`config.mk`:
```
export PLATFORM = sky130hd
export DESIGN_NAME = button_bank
export DESIGN_NICKNAME = d
export VERILOG_FILES = /design/src/rtl/button_bank.sv
export SDC_FILE = /design/constraint.sdc
export NUM_CORES = 1
export LEC_CHECK = 0
export ABC_CLOCK_PERIOD_IN_PS = 1300
export BUFFER_PORTS_ARGS = -buffer_cell sky130_fd_sc_hd__buf_2
export CORE_MARGIN = 5
export CORE_UTILIZATION = 41
export DETAILED_ROUTE_END_ITERATION = 12
export PLACE_DENSITY = 0.77
export SYNTH_ARGS = -nofsm -noshare
export SYNTH_HDL_FRONTEND = slang
export SYNTH_SLANG_ARGS = --single-unit
export TNS_END_PERCENT = 10
```
`constraint.sdc`:
```
create_clock -name clk -period 1.3 [get_ports clk]
set_input_delay 0.325 -clock clk [delete_from_list [all_inputs] [get_ports clk]]
set_output_delay 0.325 -clock clk [all_outputs]
set_load 0.02 [all_outputs]
```
`src/rtl/button_bank.sv`:
```
// Bank of debounced push-button inputs exposed as a bus slave: per-channel
// synchroniser, debounce filter and edge detector, sticky W1C events and a masked irq.
module button_bank #(
    parameter int CHANNELS   = 4,
    parameter int SYNCSTAGES = 2,
    parameter int DEBOUNCE   = 16,
    parameter int ACTIVELOW  = 1
) (
    input  logic                clk,
    input  logic                nrst,
    input  logic [CHANNELS-1:0] keys,
    input  logic [31:0]         busaddr,
    input  logic [31:0]         buswdata,
    input  logic                buswrite,
    output logic [31:0]         busrdata,
    output logic                irq
);

    localparam int          CW       = $clog2(DEBOUNCE + 1);
    localparam logic        POL      = (ACTIVELOW != 0);
    localparam logic [CW-1:0] CNT_LAST = CW'(DEBOUNCE - 1);

    localparam logic [2:0] ADDR_STATE   = 3'd0;
    localparam logic [2:0] ADDR_PRESS   = 3'd1;
    localparam logic [2:0] ADDR_RELEASE = 3'd2;
    localparam logic [2:0] ADDR_IRQEN   = 3'd3;
    localparam logic [2:0] ADDR_RAW     = 3'd4;

    logic [2:0]          reg_sel;
    logic [CHANNELS-1:0] lvl_vec;
    logic [CHANNELS-1:0] state_vec;
    logic [CHANNELS-1:0] rise_vec;
    logic [CHANNELS-1:0] fall_vec;
    logic [CHANNELS-1:0] wdata_ch;

    logic [CHANNELS-1:0] press_q,   press_d;
    logic [CHANNELS-1:0] release_q, release_d;
    logic [CHANNELS-1:0] irqen_q,   irqen_d;
    logic                irq_q,     irq_d;

    logic                wr_press;
    logic                wr_release;
    logic                wr_irqen;
    logic                unused_bus;

    assign reg_sel  = busaddr[4:2];
    assign wdata_ch = buswdata[CHANNELS-1:0];

    // Address bits outside the register window and data bits above the bank are don't-care.
    assign unused_bus = ^{busaddr[31:5], busaddr[1:0], buswdata};

    // ------------------------------------------------------------------
    // Per-channel synchroniser, debounce filter and edge detector
    // ------------------------------------------------------------------
    genvar gi;
    generate
        for (gi = 0; gi < CHANNELS; gi++) begin : g_ch
            logic [SYNCSTAGES-1:0] sync_q, sync_d;
            logic [CW-1:0]         cnt_q,  cnt_d;
            logic                  state_q, state_d;
            logic                  lvl;

            assign lvl = sync_q[SYNCSTAGES-1] ^ POL;

            // Counter only runs while the synchronised level disagrees with STATE;
            // any agreeing cycle discards the partial count, which rejects short glitches.
            always_comb begin
                sync_d  = {sync_q[SYNCSTAGES-2:0], keys[gi]};
                state_d = state_q;
                cnt_d   = '0;
                if (lvl != state_q) begin
                    if (cnt_q == CNT_LAST) begin
                        state_d = lvl;
                    end else begin
                        cnt_d = cnt_q + CW'(1);
                    end
                end
            end

            always_ff @(posedge clk or negedge nrst) begin
                if (!nrst) begin
                    sync_q  <= {SYNCSTAGES{POL}};
                    cnt_q   <= '0;
                    state_q <= 1'b0;
                end else begin
                    sync_q  <= sync_d;
                    cnt_q   <= cnt_d;
                    state_q <= state_d;
                end
            end

            assign lvl_vec[gi]   = lvl;
            assign state_vec[gi] = state_q;
            assign rise_vec[gi]  = state_d & ~state_q;
            assign fall_vec[gi]  = ~state_d & state_q;
        end
    endgenerate

    // ------------------------------------------------------------------
    // Event, enable and interrupt registers
    // ------------------------------------------------------------------
    always_comb begin
        wr_press   = buswrite && (reg_sel == ADDR_PRESS);
        wr_release = buswrite && (reg_sel == ADDR_RELEASE);
        wr_irqen   = buswrite && (reg_sel == ADDR_IRQEN);

        // A new event on the clearing edge must not be lost, so the set term is OR'd last.
        press_d   = (press_q   & ~(wr_press   ? wdata_ch : '0)) | rise_vec;
        release_d = (release_q & ~(wr_release ? wdata_ch : '0)) | fall_vec;
        irqen_d   = wr_irqen ? wdata_ch : irqen_q;

        irq_d     = |((press_q | release_q) & irqen_q);
    end

    always_ff @(posedge clk or negedge nrst) begin
        if (!nrst) begin
            press_q   <= '0;
            release_q <= '0;
            irqen_q   <= '0;
            irq_q     <= 1'b0;
        end else begin
            press_q   <= press_d;
            release_q <= release_d;
            irqen_q   <= irqen_d;
            irq_q     <= irq_d;
        end
    end

    assign irq = irq_q;

    // ------------------------------------------------------------------
    // Read mux: current register values, so a same-cycle write reads old data
    // ------------------------------------------------------------------
    always_comb begin
        busrdata = '0;
        case (reg_sel)
            ADDR_STATE:   busrdata = 32'(state_vec);
            ADDR_PRESS:   busrdata = 32'(press_q);
            ADDR_RELEASE: busrdata = 32'(release_q);
            ADDR_IRQEN:   busrdata = 32'(irqen_q);
            ADDR_RAW:     busrdata = 32'(lvl_vec);
            default:      busrdata = '0;
        endcase
    end

endmodule

```
==> results.yml, run 1 <==
clock_network:
  clockBufferDepth: 2
  clock_latency_ns: 0.29
  cts.sinks: 45
  h-tree-depth: 2
  cts_tree: "built"
  root_buffer: "clkbuf_8"
  cts_buffers: 5
  ctsHoldBuffers: 0
  post_cts_buffers: 0
  clk_pin_slew_ns: 0.08
grt:
  grt_pass1_vias: 1436
  grt.busiest_layer: "met2"
  grtUsageMet1: 0.1723
  grt_max_degree: 46
  grt_first_pass_wirelength_um: 6617
  gr-total-overflow: 0
  grtUsageMet2: 0.2035
  grtUsageTotal: 0.1288
  antenna_found_initial: 0
  gr-usage-met3: 0.03471
floorplanning:
  ios: 104
  die-area_sq_um: 6787
  start_util: 0.4206
  die_h_um: 82.39
  coreArea_sq_um: 5107
  die_x_um: 82.39
  row_count: 26
cells_and_area:
  antenna_cells: 0
  fin_area_sq_um: 2534
  drive_gt1_frac: 0.2776
  nNetsFinal: 319
  area_delta_synth_final_pct: 17.94
min_path:
  hp-class: "in2async"
timing:
  hold_slack_ns: -0.005570
  finalSetupViolations: 4
  final_max_slew_viol_count: 0
  worst_slack_ns: -0.3893
  rsz0062_at_grt: "yes"
  clock.fmax_mhz: 591.9
  clock_skew_ns: 0.004431
  final-hold-violation-count: 5
  fin_crit_sh: 1.299
  fin_crit_ns: 1.689
synthesis:
  yosysMostFrequentCell: "dfrtp_1"
  syn_avg_cell_area_sq_um: 10.74
  syn_inst: 200
  synth-main-ff-cell: "dfrtp_1"
  synth.distinct_cells: 36
  synthTopCellsByArea: "dfrtp_1 (43%), buf_4 (10%), dfstp_2 (9.8%)"
  synth_area_leader_cell: "dfrtp_1"
  synth_seq_cells: 45
  synth_warnings: 0
  synth_top_area_share: 0.4310
  synthArstFlopShare: 1.000
  synth-seq-area-share: 0.5288
  netlist_area_sq_um: 2148
  synthTopCellsByCount: "dfrtp_1 (37), buf_4 (29), nand2_1 (24), nor2_1 (10), o21ai_0 (9)"
  synth_edf_count: 0
critical_path:
  start_kind: "register"
  r2r_setup_slack_ns: 0.13
  criticalPathCategory: "reg2out"
  r2r_cells: 3
  critPathMaxFanout: 2
  worstReg2RegStart: "g_ch[2].cnt_q[0]$_DFF_PN0_"
  r2r_end: "press_q[2]$_DFF_PN0_"
  critPathCaptureType: "primary output"
  worstPathRequired_ns: 0.98
  critPathArrivalTime_ns: 1.36
run_status:
  violations: "negative hold slack, negative setup slack"
  status: "finished, violations left"
routing:
  drc_errors: 0
  first_pass_iters: 5
  drt-initial-drc-count: 75
  vias: 1476
  avgViaCountPerCell: 4.686
  wl_per_cell_um: 12.63
  wl_um: 3980
  ant_nets: 0
power:
  seqPwrFrac: 0.538
  power_frac_comb: 0.188
  p_sw_frac: 0.2807
  pwr-share-clk: 0.274
  p_sw_w: 0.0008395
  internal_power_w: 0.002152
  powerDensity_nw_per_um2: 1181
  power.leakage_nw: 1.228
  peakVddDrop_mv: 0.6732
run:
  cap_violations: 0
placed_design:
  port_buffers: 18
  placed_area_sq_um: 2401
  hpwlAfterDp_um: 2950
  gp_congestion: 0.8456
## layer usage
layer / vias up / share of wire
li1: 727 / -
met1: 703 / 0.48
met2: 39 / 0.46
met3: 7 / 0.058
met4: 0 / 0.0095
met5: - / 0
## cell type report
| cell class | instances | area [sq um] |
|---|---|---|
| inverters | 4 | 15.01 |
| repair buffers | 41 | 296.5 |
| multi-input cells | 147 | 915.9 |
| well taps | 70 | 87.58 |
| clock inverters | 2 | 10.01 |
| fillers | 476 | 2574 |
| clock buffers | 6 | 72.57 |
| flip-flops and latches | 45 | 1136 |
## cells in the final DEF, fill, tap and decap left out, types with 2 or more instances in the layout
master	instances
a31oi_1	4
o21ai_0	9
nand2_1	24
a22oi_2	2
inv_1	4
buf_4	23
dfrtp_1	37
nor2_1	9
o31ai_1	3
xor2_1	8
buf_2	14
conb_1	28
clkbuf_8	5
o2bb2ai_1	4
dfstp_2	8
buf_6	3
o21ai_1	7
clkinv_2	2
a2bb2oi_1	3
nand3_1	5
o22ai_2	2
ha_1	4
mux2_4	2
xnor2_1	4
nand4b_1	4
and2_1	8
## registers in the layout (all words and copies together), names as in the netlist
signal	flops
g_ch.state_q	4
g_ch.cnt_q	20
press_q	4
irq	1
g_ch.sync_q	8
release_q	4
irqen_q	4
## power by group through the flow
stage	Clock [W]	Sequential, W	Combinational [W]
6_report	0.000820	0.00161	0.000562
2_1_floorplan	0	0.00164	0.000357
5_1_grt	0.000909	0.00163	0.000623
4_1_cts	0.000852	0.00161	0.000553
3_5_place_dp	0	0.00163	0.000522
3_3_place_gp	0	0.00163	0.000504
## logic make-up after synthesis
group           synth area share
buf+inv                   0.1130
xor+xnor                 0.04892
mux                      0.02038
flops                     0.5288
fa+ha+maj                0.02330
other cells             0.001746
compound gates            0.1159
simple gates              0.1479
## per-stage QoR
stage | instances | setup TNS, ns | power, W | worst slack, ns | utilization
floorplan | 227 | -0.2210 | 0.001996 | -0.08799 | -
global placement | 307 | -1.587 | 0.002136 | -0.3257 | 0.4701
detailed placement | 307 | -1.805 | 0.002157 | -0.3781 | 0.4701
CTS | 315 | -1.555 | 0.003014 | -0.4398 | 0.4929
global route | 315 | -1.793 | 0.003158 | -0.4663 | 0.4961
finish | 315 | -1.469 | 0.002991 | -0.3893 | 0.4961
## timing repair
item                                    in CTS  in global routing
gates resized for setup                      9                  5
gates cloned                                 0                  0
endpoints found under the setup margin       4                  5
pin swaps                                    3                  5
## critical path: stages, from the launching register on
cell	delay, ns
dfrtp_1	0.40
mux2_4	0.28
a22oi_2	0.14
o22ai_2	0.11
buf_6	0.14
## how the worst max path moves through the flow
stage	from	end	slack (ns)
floorplan	busaddr[2]	busrdata[3]	-0.09
global placement	busaddr[2]	busrdata[1]	-0.33
detailed placement	busaddr[2]	busrdata[2]	-0.38
global route	g_ch[3].sync_q[1]$_DFF_PN1_	busrdata[3]	-0.47
finish	release_q[2]$_DFF_PN0_	busrdata[2]	-0.39
CTS	release_q[2]$_DFF_PN0_	busrdata[2]	-0.44
Note: power is estimated with default switching activity, not from simulation.
==> inputs of run 2 (changes only) <==
--- a/config.mk
+++ b/config.mk
@@ -9,3 +9,4 @@
 export BUFFER_PORTS_ARGS = -buffer_cell sky130_fd_sc_hd__buf_2
-export CORE_MARGIN = 5
+export CORE_ASPECT_RATIO = 0.6
+export CORE_MARGIN = 4
 export CORE_UTILIZATION = 41
==> constraint.sdc (replaced) <==
create_clock -name clk -period 1.3 [get_ports clk]
set_input_delay 0.13 -clock clk [delete_from_list [all_inputs] [get_ports clk]]
set_output_delay 0.13 -clock clk [all_outputs]
set_load 0.02 [all_outputs]
==> results.yml, run 2 (synthesis results as in run 1) <==
routing:
  ant_nets: 0
  wl_um: 3974
  drt-initial-drc-count: 35
  drc_errors: 0
  vias: 1414
  avgViaCountPerCell: 4.698
  first_pass_iters: 4
  wl_per_cell_um: 13.20
clock_network:
  clock_latency_ns: 0.30
  cts_buffers: 5
  root_buffer: "clkbuf_8"
  h-tree-depth: 2
  cts.sinks: 45
  clk_pin_slew_ns: 0.08
  clockBufferDepth: 2
  cts_tree: "built"
power:
  peakVddDrop_mv: 0.5674
  powerDensity_nw_per_um2: 1232
  power.leakage_nw: 1.172
cells_and_area:
  final_cell_mix: "dfrtp_1 (37), conb_1 (28), nand2_1 (24)"
  final_common_cell: "dfrtp_1"
  reg_top3: "g_ch.cnt_q x20, g_ch.sync_q x8"
  largest-register: "g_ch.cnt_q"
  n_fill_cell: 488
  largest_register_ffs: 20
  area_delta_synth_final_pct: 14.44
  antenna_cells: 0
  drive_gt1_frac: 0.2043
  nNetsFinal: 309
  stdcell_count: 301
grt:
  grt_first_pass_wirelength_um: 6658
  grt_pass1_vias: 1362
  antenna_found_initial: 0
  gr-total-overflow: 0
  grt_max_degree: 46
  grtUsageTotal: 0.1360
critical_path:
  critPathArrivalTime_ns: 1.38
  cpLargestDelayFamily: "flip-flops"
  path_buf_inv: 1
  cp_cell_sequence: "nor2_1 > a22oi_1 > o211ai_1 > buf_4"
  criticalPathCategory: "reg2out"
  critPathCaptureType: "primary output"
  slowest_stage: "dfstp_2"
  worstPathRequired_ns: 1.17
  slowest_delay_ns: 0.53
  start_kind: "register"
  critPathMaxFanout: 2
timing:
  clock_skew_ns: 0.003566
  final-hold-violation-count: 0
  fin_crit_ns: 1.509
  finalSetupViolations: 4
  final_max_slew_viol_count: 0
  fin_crit_sh: 1.161
  rsz0062_at_grt: "yes"
  hold_slack_ns: 0.08300
  clock.fmax_mhz: 662.8
  worst_slack_ns: -0.2088
floorplanning:
  die-area_sq_um: 6500
  row_count: 20
  start_util: 0.4250
  die_x_um: 101.5
  coreArea_sq_um: 5055
  ios: 104
  die_h_um: 64.07
run_status:
  violations: "negative setup slack"
  status: "finished, violations left"
min_path:
  hp-class: "in2reg"
placed_design:
  hpwlAfterDp_um: 2727
  gp_congestion: 0.7804
  port_buffers: 18
  dp.cells: 284
run:
  cap_violations: 0
run 2: path summary, 6_finish.rpt:
path	startpoint	slack [ns]	to	depth (start not counted)
max in group asynchronous	nrst	0.70	g_ch[3].sync_q[0]$_DFF_PN1_	3
max reg2reg	g_ch[1].cnt_q[0]$_DFF_PN0_	0.10	press_q[1]$_DFF_PN0_	3
min reg2reg	g_ch[0].sync_q[0]$_DFF_PN1_	0.36	g_ch[0].sync_q[1]$_DFF_PN1_	0
min	buswdata[1]	0.08	irqen_q[1]$_DFFE_PN0P_	3
max	g_ch[3].sync_q[1]$_DFF_PN1_	-0.21	busrdata[3]	4
min in group asynchronous	nrst	0.32	g_ch[1].cnt_q[0]$_DFF_PN0_	3
run 2: worst min-delay path: stages:
cell and delay, ns:
buf_2 0.10, inv_1 0.06, o21ai_1 0.06
run 2: cell type report:
type / count / area, sq um / area share
sequential: 45 / 1136 / 0.4621
multi-input combinational: 147 / 904.6 / 0.3679
timing repair buffer: 31 / 230.2 / 0.09364
clock buffer: 8 / 90.09 / 0.03664
tap: 66 / 82.58 / 0.03359
inverter: 4 / 15.01 / 0.006107
run 2: metrics by stage:
step                area (sq um)  utilization  power, W  setup TNS (ns)  setup slack [ns]
finish                      2459       0.4864  0.003030         -0.7784           -0.2088
global route                2459       0.4864  0.003210          -1.093           -0.3092
CTS                         2456       0.4859  0.003051         -0.8867           -0.2320
detailed placement          2237       0.4426  0.002072               0           0.06893
global placement            2237       0.4426  0.002058               0           0.07058
floorplan                   2250            -  0.001985               0            0.2064
run 2: what timing repair did:
action / in CTS / in global routing
resized for setup: 12 / 1
hold buffers: 5 / 0
buffers inserted: 4 / 0
endpoints found under the hold margin: 41 / 0
pin swaps: 5 / 4
endpoints found under the setup margin: 4 / 4
run 2: per-layer routing:
metal	GRT usage	vias to the layer above	routed length (um)
met2	0.1800	22	1724
li1	-	707	-
met4	0.03980	0	53
met1	0.1963	677	1957
met5	0	-	0
met3	0.06216	8	239
run 2: power breakdown:
group          switching [W]  internal [W]
registers          0.0000846       0.00153
logic               0.000294      0.000224
clock network       0.000461      0.000434
total               0.000841       0.00219
